--- config.mk ---
export PLATFORM = sky130hd
export DESIGN_NAME = ibuf
export DESIGN_NICKNAME = d
export VERILOG_FILES = /design/src/rtl/common_pkg.sv /design/src/rtl/ibuf.sv
export SDC_FILE = /design/constraint.sdc
export NUM_CORES = 1
export LEC_CHECK = 0
export CELL_PAD_IN_SITES_DETAIL_PLACEMENT = 1
export CELL_PAD_IN_SITES_GLOBAL_PLACEMENT = 1
export CORE_MARGIN = 10
export CORE_UTILIZATION = 35
export CTS_BUF_LIST = sky130_fd_sc_hd__clkbuf_8 sky130_fd_sc_hd__clkbuf_16
export DETAILED_ROUTE_END_ITERATION = 10
export PLACE_DENSITY = 0.62
export SETUP_SLACK_MARGIN = 0.05
export SLEW_MARGIN = 20
export SYNTH_ARGS = -nofsm -noshare
export SYNTH_HDL_FRONTEND = slang
export SYNTH_SLANG_ARGS = --single-unit
--- constraint.sdc ---
create_clock -name clk -period 10.42 [get_ports clk]
set_clock_uncertainty 0.1 [all_clocks]
set_input_delay 2.605 -clock clk [delete_from_list [all_inputs] [get_ports clk]]
set_output_delay 2.605 -clock clk [all_outputs]
set_load 0.02 [all_outputs]
--- src/rtl/common_pkg.sv ---
`default_nettype none
//------------------------------------------------------------------------------
// Package : common
// Purpose : Shared types and constants for the instruction buffer.
//           ibuf_entry_t : one buffered fetch (PC + instruction word)
//           IBUF_DEPTH   : default number of buffer entries
// Revision: 1.0 - initial release
//------------------------------------------------------------------------------
package common;

   localparam int IBUF_DEPTH = 4;

   typedef struct packed {
      logic [63:0] pc;
      logic [31:0] instr;
   } ibuf_entry_t;

endpackage : common
`default_nettype wire

--- src/rtl/ibuf.sv ---
`default_nettype none
//------------------------------------------------------------------------------
// Module  : ibuf
// Purpose : Instruction buffer between the fetch unit and decode. It is a
//           circular FIFO of DEPTH entries with a 1-cycle push-to-visible
//           latency and a flush that discards all contents.
// Ports   : clk                 - clock, rising edge
//           rst                 - asynchronous active-low reset
//           in_valid/in_pc/in_instr/in_ready   - push side (fetch)
//           out_valid/out_pc/out_instr/out_ready - pop side (decode)
//           flush               - redirect: empty the buffer on next edge
//           count               - current occupancy (0..DEPTH)
// Config  : IBUF_BYPASS_EN - when defined, an empty buffer forwards the input
//           combinationally to the output; if decode takes it in that same
//           cycle the entry is not stored.
// Revision: 1.0 - initial release
//------------------------------------------------------------------------------
module ibuf
   import common::*;
#(
   parameter int DEPTH = IBUF_DEPTH
) (
   input  logic                     clk,
   input  logic                     rst,
   input  logic                     in_valid,
   input  logic [63:0]              in_pc,
   input  logic [31:0]              in_instr,
   output logic                     in_ready,
   output logic                     out_valid,
   output logic [63:0]              out_pc,
   output logic [31:0]              out_instr,
   input  logic                     out_ready,
   input  logic                     flush,
   output logic [$clog2(DEPTH):0]   count
);

   localparam int               PW     = $clog2(DEPTH);
   localparam int               CW     = PW + 1;
   localparam logic [CW-1:0]    C_FULL = CW'(DEPTH);

   ibuf_entry_t   r_mem [DEPTH];
   logic [PW-1:0] r_wr_ptr;
   logic [PW-1:0] r_rd_ptr;
   logic [CW-1:0] r_count;

   logic          w_empty;
   logic          w_push;
   logic          w_pop;
   ibuf_entry_t   w_head;

   assign w_empty  = (r_count == '0);
   assign in_ready = (r_count != C_FULL);
   assign count    = r_count;

`ifdef IBUF_BYPASS_EN
   logic          w_bypass;

   // Empty buffer: decode sees the incoming fetch directly.
   assign w_bypass  = w_empty && in_valid && out_ready && !flush;
   assign out_valid = (!w_empty || in_valid) && !flush;
   assign w_head    = w_empty ? '{pc: in_pc, instr: in_instr} : r_mem[r_rd_ptr];
   // A bypassed fetch is consumed in flight and never written.
   assign w_push    = in_valid && in_ready && !flush && !w_bypass;
   // Only a stored head frees an entry.
   assign w_pop     = out_valid && out_ready && !w_empty;
`else
   assign out_valid = !w_empty && !flush;
   assign w_head    = r_mem[r_rd_ptr];
   assign w_push    = in_valid && in_ready && !flush;
   assign w_pop     = out_valid && out_ready;
`endif

   assign out_pc    = w_head.pc;
   assign out_instr = w_head.instr;

   // Pointers and occupancy; flush wins over any same-cycle push or pop.
   always_ff @(posedge clk or negedge rst) begin
      if (!rst) begin
         r_wr_ptr <= '0;
         r_rd_ptr <= '0;
         r_count  <= '0;
      end else if (flush) begin
         r_wr_ptr <= '0;
         r_rd_ptr <= '0;
         r_count  <= '0;
      end else begin
         if (w_push) begin
            r_wr_ptr <= r_wr_ptr + 1'b1;
         end
         if (w_pop) begin
            r_rd_ptr <= r_rd_ptr + 1'b1;
         end
         case ({w_push, w_pop})
            2'b10:   r_count <= r_count + 1'b1;
            2'b01:   r_count <= r_count - 1'b1;
            default: r_count <= r_count;
         endcase
      end
   end

   // Entry storage carries no reset; validity is tracked by the pointers.
   always_ff @(posedge clk) begin
      if (w_push) begin
         r_mem[r_wr_ptr] <= '{pc: in_pc, instr: in_instr};
      end
   end

endmodule : ibuf
`default_nettype wire

# Word-level counts from Yosys, hierarchy flattened
# Memory sizes are Yosys's and may differ from the RTL's.
# Index checks and enable logic that the tools add are counted.
[totals] latch_bits=0 romBits=0 n_memories=1 elab_cells=29 mem_bits_rw=384 output_inout_bits=101 ff_bits=7 input_bits=101
[op_classes] order_cmp=0 mux=8 eq_ne=3 mul=0 bitwise_logic=0 reduce_logical=10 add_sub_neg=4 n_div=0 n_shift=0
[memory_table] name="r_mem" depth=4 word_bits=96 read_ports=1 rd_ports_with_merged_regs=0 wr=1 line="ibuf.sv:41" text="ibuf_entry_t r_mem [DEPTH];"
[op_table] cell="2-bit two-way mux" count=4
[op_table] cell="3-bit one-hot mux with 2 select lines" count=1
[op_table] cell="2-bit by 1-bit adder with 2-bit output, second input constant" count=2
[op_table] cell="1-bit logical AND" count=4
[op_table] cell="2-bit nonzero test" count=2
[op_table] cell="3-bit by 1-bit adder with 3-bit output, second input constant" count=1
[op_table] cell="3-bit logical NOT" count=1
[op_table] cell="3-bit two-way mux" count=1
[op_table] cell="3-bit inequality test, second input constant" count=1
[op_table] cell="3-bit nonzero test" count=1
[op_table] cell="3-bit by 1-bit subtractor with 3-bit output, second input constant" count=1
[op_table] cell="2-bit by 1-bit equality test with 1-bit output, second input constant" count=1
[op_table] cell="2-bit equality test, second input constant" count=1
[op_table] cell="1-bit logical NOT" count=2
[op_table] cell="1-bit two-way mux" count=2

# Logic depth before layout (Yosys ltp)
# Gate-level depths: netlist of the first run.
[depth] ltp_word=7 mapped_depth=8 mapped_depth_nobuf=7

# Worst setup path after synthesis of the first run
# No wires, ideal clock.
[synth_path] kind="input to register" startpoint="input port in_valid" endpoint="memory r_mem[0][0] (netlist name) (enable)" arrival_time_ns=5.376 path_stages=4 path_slack_ns=4.478 setup_time_ns=0.466 t_required_ns=9.854 n_path_buf=1 cell_sequence="buf_2 -> inv_1 -> nor3_1 -> and2_1"
[synth_between] elab_chain_len=4
[synth_lines] element="start, declared" line="ibuf.sv:25" text="input logic in_valid,"
[synth_lines] element="1-bit logical AND (2 in series)" line="ibuf.sv:69" text="assign w_push = in_valid && in_ready && !flush;"
[synth_lines] element="1-bit two-way mux" line="ibuf.sv:103" text="if (w_push) begin"
[synth_lines] element="1-bit two-way mux (implied by the code)" line="ibuf.sv:104" text="r_mem[r_wr_ptr] <= '{pc: in_pc, instr: in_instr};"
[synth_lines] element="end, declared" line="ibuf.sv:41"
# No other way between the ends.

# Final worst setup path of the first run
[layout_path] startpoint="input port flush" endpoint="output port out_valid"
[layout_between] elab_chain_len=2
[layout_lines] element="start, declared" line="ibuf.sv:33" text="input logic flush,"
[layout_lines] element="1-bit logical NOT" line="ibuf.sv:67" text="assign out_valid = !w_empty && !flush;"
[layout_lines] element="1-bit logical AND" line="ibuf.sv:67"
[layout_lines] element="end, declared" line="ibuf.sv:29" text="output logic out_valid,"
# No other way between the ends.

==> run metrics, run 1 <==
total met3 wirelength after detailed routing=2030 microns; number of levels the H-tree was split into=2; detailed-route wire length=30,940 microns; number of hold buffers added after CTS=0; fraction of final layout cells with drive strength greater than 1=0.1993; Clk pwr share=0.366; dpl hpwl=18,820 microns; met2 wirelength from detailed routing=between 15,000 and 20,000 microns; Synth Register Bits=roughly 400; net count after synthesis=around 680; average routed wire per standard cell=about 23 microns; fin nets=about 900; met1 wire length=about 13,000 microns; setup repair after global routing missed its margin=false; clock input transition at the sequential cells of the worst setup and hold paths=60 ps; post-synthesis sequential area ratio=0.8117; initial antenna violation count=2; chip width=223.0 microns; via-per-instance ratio=4.832; number of sinks on the clock net=between 300 and 400; starting density of the core=0.3532; core region area=roughly 40,000 sq um; number of top-level pins=about 200; fraction of the mapped netlist area in compound gates=0.008849; biggest fanout along the worst timing path=10; Slew Limit Headroom=0.3243; design internal power=around 0.0027 W; distinct cell type count after synthesis=33; antenna-violating nets left=0; slew at the pin with the worst max-slew slack=slightly above 1000 ps; via count of the first global-routing pass=7,308; Period Utilization, post-route=0.6432; share of synthesized cell area in full adder, half adder and majority cells=0.004858; main flop type after synthesis=sky130_fd_sc_hd__edfxtp_1; proportion of register bits with asynchronous set or reset after synthesis=0.01790; Period minus WS final=6702 ps; register share of total power=0.505; CTS tree=built; maximum number of pins on one net before global-route repair=63; first-pass GRT wire length=around 47,000 microns; Max Slew Vio Count=0; type of origin of the critical path=primary input; EDFF count, synth=384; most common cell after layout, fill and taps aside=sky130_fd_sc_hd__edfxtp_1; most frequent cells in the layout=sky130_fd_sc_hd__edfxtp_1 (384), sky130_fd_sc_hd__clkdlybuf4s50_1 (201), sky130_fd_sc_hd__mux4_2 (96); area of the die=approximately 50,000 sq um; buffers inserted by post-CTS timing repair=0; Lkg Pwr=approximately 5.7 nW; top routing layer used=met5; number of design rule violations left after detail routing=0; Gate power share=0.129; initial DRC count=398; switching share of power=0.2311; routability cong.=0.6894; CTS max path bufs=3; post-cts resize count=0; Core Rows=74; number of optimization iterations in the first detailed-route pass=5; area share of xor/xnor cells in the synthesized design=0.0006073; final core utilization=0.4455; max-capacitance violation count=0; Synth Instances=569; number of port buffers=approximately 200; clock root cell=sky130_fd_sc_hd__clkbuf_16; fmax=between 100 and 150 MHz; Die Y=between 200 and 250 microns; net switching component of the power=just over 0.0008 W; synthesized cell area=around 14,000 sq um; Worst Setup Path Type=in -> out; Tot GR Track Use=0.1232; Req. time, crit path=between 7000 and 8000 ps; TritonCTS buffer count=41; total congestion overflow=0; endpoints failing setup=0; Tightest Hold Check Type=reg -> reg; main combinational cell family by area after synthesis=multiplexers; area growth from synthesis to layout=26.13%; mean instance size in the synthesized netlist=25.35 sq um; Total Neg Setup Slack=0 ps; later-pin clock latency in the skew report=about 540 ps; kind of end point of the critical path=primary output; status=finished, final reports clean; total of warnings raised by yosys=0; basic-gate share of the synthesized area counting and, or, nand and nor cells=0.008936; share of cell area taken by muxes after synthesis=0.1507; highest ir drop seen on vdd=between 0.1 and 0.15 mV; count of final hold-check violations=0; crit path DAT=around 4000 ps; pwr/cell area=roughly 200 nW/um^2; Vias=around 6,600
critical path, stage by stage:
cell and delay [ps]:
sky130_fd_sc_hd__clkdlybuf4s50_1 590, sky130_fd_sc_hd__nor2_1 180, sky130_fd_sc_hd__clkdlybuf4s50_1 620
cell families after synthesis:
logic type      after synthesis
compound gates               19
buf+inv                      34
mux                          97
fa+ha+maj                     5
xor+xnor                      1
simple gates                 22
flops                       391
state kept, by name (all words and copies together) (netlist names):
register and count:
count 3, r_mem 384, r_rd_ptr 2, r_wr_ptr 2
routing by layer:
metal  GRT usage  up-vias
met5           0        -
met4     0.03030        2
met3     0.04302       42
met2      0.2037      170
met1      0.1515     3439
li1            -     2904
cell type report:
class	instances	area, sq um
diodes	2	5.005
repair buffers	208	2064
fillers	3751	22640
clock buffers	42	1051
well taps	532	665.6
clock inverters	31	146.4
multi-input cells	144	2519
flip-flops and latches	391	11710
inverters	7	26.28
per-stage QoR:
step / power [W] / setup slack [ps] / hold slack, ps / area [sq um] / std cells
2_1_floorplan: 0.002090 / 4478 / 457.4 / 14420 / 569
3_3_place_gp: 0.002303 / 3731 / 508.0 / 16990 / 1282
3_5_place_dp: 0.002308 / 3715 / 516.3 / 16990 / 1282
4_1_cts: 0.003632 / 3702 / 524.8 / 18190 / 1355
5_1_grt: 0.003719 / 3593 / 571.5 / 18190 / 1355
6_report: 0.003564 / 3718 / 512.5 / 18190 / 1357
power groups by stage:
stage	combinational [W]	clock [W]	sequential, W
floorplan	0.000265	0	0.00182
CTS	0.000474	0.00135	0.00180
global route	0.000492	0.00142	0.00181
global placement	0.000470	0	0.00183
finish	0.000459	0.00130	0.00180
detailed placement	0.000472	0	0.00184
synth_stat cells, drive strengths merged, types with 2 or more instances:
library cell | number | area, sq um
o211ai | 2 | 15.01
nand2b | 2 | 12.51
nor3 | 2 | 10.01
nor3b | 2 | 20.02
mux4 | 96 | 2162
clkbuf | 8 | 30.03
nand3 | 5 | 25.02
o22ai | 2 | 12.51
nor2b | 2 | 12.51
and2 | 5 | 31.28
dfrtp | 7 | 175.2
inv | 7 | 26.28
o21ai | 3 | 15.01
o2111ai | 2 | 17.52
buf | 19 | 151.4
edfxtp | 384 | 11530
ha | 4 | 50.05
nand2 | 2 | 7.510
a21oi | 5 | 25.02
final timing paths:
check	startpoint	end	slack (ps)	cells past startpoint
min in group asynchronous	rst	r_wr_ptr[0]	2250	1
setup reg to reg	count[2]	r_mem[2][84]	7240	4
setup / recovery	flush	out_valid	3720	3
hold / removal	r_wr_ptr[1]	r_wr_ptr[1]	510	2
hold reg to reg	r_wr_ptr[1]	r_wr_ptr[1]	510	2
max in group asynchronous	rst	r_rd_ptr[1]	7680	1
Power figures use the tool's default switching activity.
==> run 2: changes to the inputs <==
==> constraint.sdc (replaced) <==
create_clock -name clk -period 6.9 [get_ports clk]
set_clock_uncertainty 0.1 [all_clocks]
set_input_delay 1.725 -clock clk [delete_from_list [all_inputs] [get_ports clk]]
set_output_delay 1.725 -clock clk [all_outputs]
set_load 0.02 [all_outputs]
==> run metrics, run 2 (same netlist as run 1, synthesis figures left out) <==
number of optimization iterations in the first detailed-route pass=4 (was 5); number of levels the H-tree was split into=2 (unchanged); status=finished, final reports clean (unchanged); number of hold buffers added after CTS=0 (unchanged); Max Slew Vio Count=0 (unchanged); maximum number of pins on one net before global-route repair=53 (was 63); met1 wire length=13,020 microns (was 12,950 microns); buffers inserted by post-CTS timing repair=0 (unchanged); crit path setup slack, layout=1980 ps (was 3718 ps); Slew Limit Headroom=0.4300 (was 0.3243); fmax=just over 200 MHz; kind of cell adding the most delay to the critical path=buffers and inverters (unchanged); number of port buffers=201 (unchanged); core region area=40,830 sq um (unchanged); depth of the critical timing path with buffers and inverters included=3 (unchanged); setup repair after global routing missed its margin=false (unchanged); biggest cell delay along the critical path=630 ps (was 620 ps); Tot GR Track Use=0.1236 (was 0.1232); clock root cell=sky130_fd_sc_hd__clkbuf_16 (unchanged); number of design rule violations left after detail routing=0 (unchanged); Lkg Pwr=5.651 nW (was 5.669 nW); Period minus WS final=~4900 ps; type of origin of the critical path=primary input (unchanged); crit path DAT=3090 ps (was 4000 ps); area growth from synthesis to layout=26.23% (was 26.13%); number of cells on the worst reg-to-reg path=4 (unchanged); routability cong.=0.6838 (was 0.6894); overall power consumption=0.005342 W (was 0.003564 W); chip width=223.0 microns (unchanged); Die Y=223.0 microns (unchanged); CTS tree=built (unchanged); starting density of the core=0.3532 (unchanged); count of fill cells added during filler insertion=3,745 (was 3,751); fin nets=898 (was 899); Tightest Hold Check Type=reg -> reg (unchanged); top routing layer used=met4 (was met5); flip-flop count of the largest register after layout=384 (unchanged); worst path buffer plus inverter count=2 (unchanged); Vias=6,573 (was 6,557); Worst Setup Path Type=in -> out (unchanged); most common cell after layout, fill and taps aside=sky130_fd_sc_hd__edfxtp_1 (unchanged); via count of the first global-routing pass=7,529 (was 7,308); total congestion overflow=0 (unchanged); count of final hold-check violations=0 (unchanged); Core Rows=74 (unchanged); later-pin clock latency in the skew report=540 ps (about the same); via-per-instance ratio=4.894 (was 4.832); max-capacitance violation count=0 (unchanged); most frequent cells in the layout=sky130_fd_sc_hd__edfxtp_1 (384), sky130_fd_sc_hd__clkdlybuf4s50_1 (201), sky130_fd_sc_hd__mux4_2 (96) (unchanged); met2 wirelength from detailed routing=15,320 microns (was 15,460 microns); antenna-violating nets left=0 (unchanged); detailed-route wire length=30,560 microns (was 30,940 microns); first-pass GRT wire length=47,310 microns (was 47,020 microns); biggest fanout along the worst timing path=10 (unchanged); number of top-level pins=202 (unchanged); worst hold stages=2 (unchanged); kind of end point of the critical path=primary output (unchanged); endpoints failing setup=0 (unchanged); CTS max path bufs=3 (unchanged); cell repeated most along the worst path=sky130_fd_sc_hd__clkdlybuf4s50_1 (unchanged); critical path cell sequence=clkdlybuf4s50_1 > nor2_1 > clkdlybuf4s50_1 (unchanged); slew at the pin with the worst max-slew slack=855.0 ps (was 1014 ps); highest ir drop seen on vdd=0.1398 mV (was 0.1295 mV); fraction of final layout cells with drive strength greater than 1=0.2012 (was 0.1993); initial antenna violation count=1 (was 2); average routed wire per standard cell=22.76 microns (was 22.80 microns); number of sinks on the clock net=391 (unchanged); post-cts resize count=0 (unchanged); Worst Setup Slack post-DPL=1989 ps (was 3715 ps); area of the die=49,730 sq um (unchanged); Req. time, crit path=5080 ps (was 7720 ps); initial DRC count=386 (was 398); total met3 wirelength after detailed routing=1602 microns (was 2030 microns); dpl hpwl=18,910 microns (was 18,820 microns); clock input transition at the sequential cells of the worst setup and hold paths=60 ps (about the same); TritonCTS buffer count=40 (was 41); Total Neg Setup Slack=0 ps (unchanged); critical-path cell with the highest stage delay=sky130_fd_sc_hd__clkdlybuf4s50_1 (unchanged); pwr/cell area=293.4 nW/um^2 (was 195.9 nW/um^2); top register by number of flip-flops=r_mem (unchanged); Period Utilization, post-route=0.7130
[run 2: area by class of cell]
cell class	instances	area (sq um)	share of cell area
sequential	391	11710	0.6434
multi-input combinational	144	2519	0.1384
timing repair buffer	208	2140	0.1175
clock buffer	41	1026	0.05636
tap	532	665.6	0.03656
clock inverter	19	112.6	0.006186
inverter	7	26.28	0.001443
antenna	1	2.502	0.0001375
[run 2: where the power goes]
group	switching [W]	leakage [nW]	internal [W]
Combinational	0.000340	1.49	0.000357
Clock	0.000820	0.588	0.00110
Sequential	0.0000384	3.58	0.00269
Total	0.00120	5.65	0.00414
[run 2: stage by stage]
step	instance area (sq um)	instances	util	hold slack, ps
6_report	18210	1343	0.4459	536.1
3_5_place_dp	17060	1282	0.4179	522.0
5_1_grt	18200	1342	0.4458	556.4
3_3_place_gp	17060	1282	0.4179	509.1
2_1_floorplan	14420	569	-	457.4
4_1_cts	18200	1342	0.4458	540.1
[run 2: final timing paths]
kind	start	endpoint	slack, ps
worst min register to register	r_wr_ptr[0]	r_wr_ptr[0]	540
worst min-delay path	r_wr_ptr[0]	r_wr_ptr[0]	540
min in group asynchronous	rst	count[0]	1360
worst max register to register	count[2]	r_mem[3][22]	4190
max in group asynchronous	rst	r_rd_ptr[1]	5060
worst max-delay path	flush	out_valid	1980
[run 2: worst register-to-register path, stage by stage (launching register included)]
cell,delay [ps]
sky130_fd_sc_hd__dfrtp_1,490
sky130_fd_sc_hd__nor3b_2,240
sky130_fd_sc_hd__nor3_1,360
sky130_fd_sc_hd__and2_4,770
sky130_fd_sc_hd__buf_12,410
[run 2: metal layers]
| layer | up-vias | track usage |
|---|---|---|
| li1 | 2874 | - |
| met1 | 3505 | 0.1545 |
| met2 | 158 | 0.2049 |
| met3 | 36 | 0.03217 |
| met4 | 0 | 0.04119 |
| met5 | - | 0 |
==> run 3: changes to the inputs <==
==> constraint.sdc (replaced) <==
create_clock -name clk -period 4.8 [get_ports clk]
set_clock_uncertainty 0.1 [all_clocks]
set_input_delay 1.2 -clock clk [delete_from_list [all_inputs] [get_ports clk]]
set_output_delay 1.2 -clock clk [all_outputs]
set_load 0.02 [all_outputs]
==> run metrics, run 3 (same netlist as run 1, synthesis figures left out) <==
status=finished, final reports clean (unchanged); Placed Instance Area=17,160 sq um (was 17,060 sq um); startpoint of the worst register-to-register path=count[1] (was count[2]); area of the die=49,730 sq um (unchanged); top register by number of flip-flops=r_mem (unchanged); fraction of final layout cells with drive strength greater than 1=0.2103 (was 0.2012); Tightest Hold Check Type=reg -> reg (unchanged); maximum number of pins on one net before global-route repair=97 (was 53); number of design rule violations left after detail routing=0 (unchanged); TritonCTS buffer count=42 (was 40); Tot GR Track Use=0.1222 (was 0.1236); initial DRC count=345 (was 386); later-pin clock latency in the skew report=540 ps (about the same); pwr/cell area=427.5 nW/um^2 (was 293.4 nW/um^2); initial antenna violation count=4 (was 1); via-per-instance ratio=4.785 (was 4.894); clock root cell=sky130_fd_sc_hd__clkbuf_16 (unchanged); CTS max path bufs=3 (unchanged); endpoints failing setup=0 (unchanged); Die Y=223.0 microns (unchanged); number of top-level pins=202 (unchanged); core region area=40,830 sq um (unchanged); count of final hold-check violations=0 (unchanged); Total Neg Setup Slack=0 ps (unchanged); area growth from synthesis to layout=27.81% (was 26.23%); most common cell after layout, fill and taps aside=sky130_fd_sc_hd__edfxtp_1 (unchanged); post-route cell area=18,430 sq um (was 18,210 sq um); Max Slew Vio Count=0 (unchanged); Worst Hold Margin=508.1 ps (was 536.1 ps); Lkg Pwr=5.764 nW (was 5.651 nW); Req. time, crit path=3500 ps (was 5080 ps); biggest fanout along the worst timing path=51 (was 10); Crit. Startpoint=r_rd_ptr[0] (was flush); buffers inserted by post-CTS timing repair=0 (unchanged); dpl hpwl=19,190 microns (was 18,910 microns); number of cells on the worst reg-to-reg path=4 (unchanged); chip width=223.0 microns (unchanged); critical path cell sequence=buf_12 > mux4_2 > clkdlybuf4s50_1 (was clkdlybuf4s50_1 > nor2_1 > clkdlybuf4s50_1); via count of the first global-routing pass=7,239 (was 7,529); worst hold stages=2 (unchanged); total congestion overflow=0 (unchanged); FF-to-FF End=r_mem[0][92] (was r_mem[3][22]); detailed-route wire length=30,880 microns (was 30,560 microns); Slew Limit Headroom=0.5740 (was 0.4300); Period Utilization, post-route=0.8256; number of levels the H-tree was split into=2 (unchanged); endpoint of the most critical setup path=out_instr[17] (was out_valid); number of port buffers=201 (unchanged); post-cts resize count=0 (unchanged); crit path DAT=2660 ps (was 3090 ps); CTS tree=built (unchanged); antenna-violating nets left=0 (unchanged); slew at the pin with the worst max-slew slack=639.0 ps (was 855.0 ps); number of sinks on the clock net=391 (unchanged); fmax=252.3 MHz; Worst Setup Path Type=reg -> out (was in -> out); first-pass GRT wire length=46,800 microns (was 47,310 microns); routability cong.=0.6872 (was 0.6838); max-capacitance violation count=0 (unchanged); Core Rows=74 (unchanged); number of hold buffers added after CTS=0 (unchanged); biggest cell delay along the critical path=590 ps (was 630 ps); starting density of the core=0.3532 (unchanged); Vias=6,531 (was 6,573); Period minus WS final=just under 4000 ps; clock input transition at the sequential cells of the worst setup and hold paths=60 ps (about the same); number of optimization iterations in the first detailed-route pass=4 (unchanged); fin nets=906 (was 898); flip-flop count of the largest register after layout=384 (unchanged); setup repair after global routing missed its margin=false (unchanged); average routed wire per standard cell=22.62 microns (was 22.76 microns); setup slack of the most critical reg-to-reg path=2370 ps (was 4190 ps); critical-path cell with the highest stage delay=sky130_fd_sc_hd__mux4_2 (was sky130_fd_sc_hd__clkdlybuf4s50_1); highest ir drop seen on vdd=0.2949 mV (was 0.1398 mV); most frequent cells in the layout=sky130_fd_sc_hd__edfxtp_1 (384), sky130_fd_sc_hd__clkdlybuf4s50_1 (201), sky130_fd_sc_hd__mux4_2 (96) (unchanged); type of origin of the critical path=flop (was primary input); kind of end point of the critical path=primary output (unchanged)
## run 3: worst min-delay path by stage
stage / from / to / slack (ps)
floorplan: r_wr_ptr[0] / r_wr_ptr[0] / 460
global placement: r_wr_ptr[0] / r_wr_ptr[0] / 500
detailed placement: r_wr_ptr[1] / r_wr_ptr[1] / 500
CTS: r_wr_ptr[1] / r_wr_ptr[1] / 510
global route: r_wr_ptr[1] / r_wr_ptr[1] / 530
finish: r_wr_ptr[1] / r_wr_ptr[1] / 510
## run 3: final cells by class
class / count / area [sq um]
Clock buffer: 43 / 1076
Multi-Input combinational cell: 144 / 2519
Timing Repair Buffer: 214 / 2235
Fill cell: 3774 / 22400
Inverter: 7 / 26.28
Tap cell: 532 / 665.6
Sequential cell: 391 / 11710
Antenna cell: 1 / 2.502
Clock inverter: 33 / 196.4
## run 3: stage by stage
stage | std cells | util | setup WS (ps) | power (W)
after CTS | 1364 | 0.4514 | 743.1 | 0.008024
final | 1365 | 0.4515 | 837.0 | 0.007880
after global routing | 1364 | 0.4514 | 696.3 | 0.008215
after global placement | 1288 | 0.4202 | 854.3 | 0.005024
after floorplan | 569 | - | 263.2 | 0.004538
after detailed placement | 1288 | 0.4202 | 840.6 | 0.005035
## run 3: layer usage
metal,track usage,share of wire,up-vias
li1,-,-,2913
met1,0.1499,0.41,3401
met2,0.2000,0.50,166
met3,0.04014,0.066,45
met4,0.04010,0.018,6
met5,0,0.00078,-
## run 3: power by group
group	leakage, nW	internal (W)	switching (W)
logic	1.53	0.000523	0.000510
clock network	0.657	0.00168	0.00127
registers	3.58	0.00386	0.0000366
## run 3: critical path: cells and delay by family (launching register included)
kind                   cells  cell delay [ps]
buffers and inverters      2              940
DFF                        1              500
muxes                      1              590
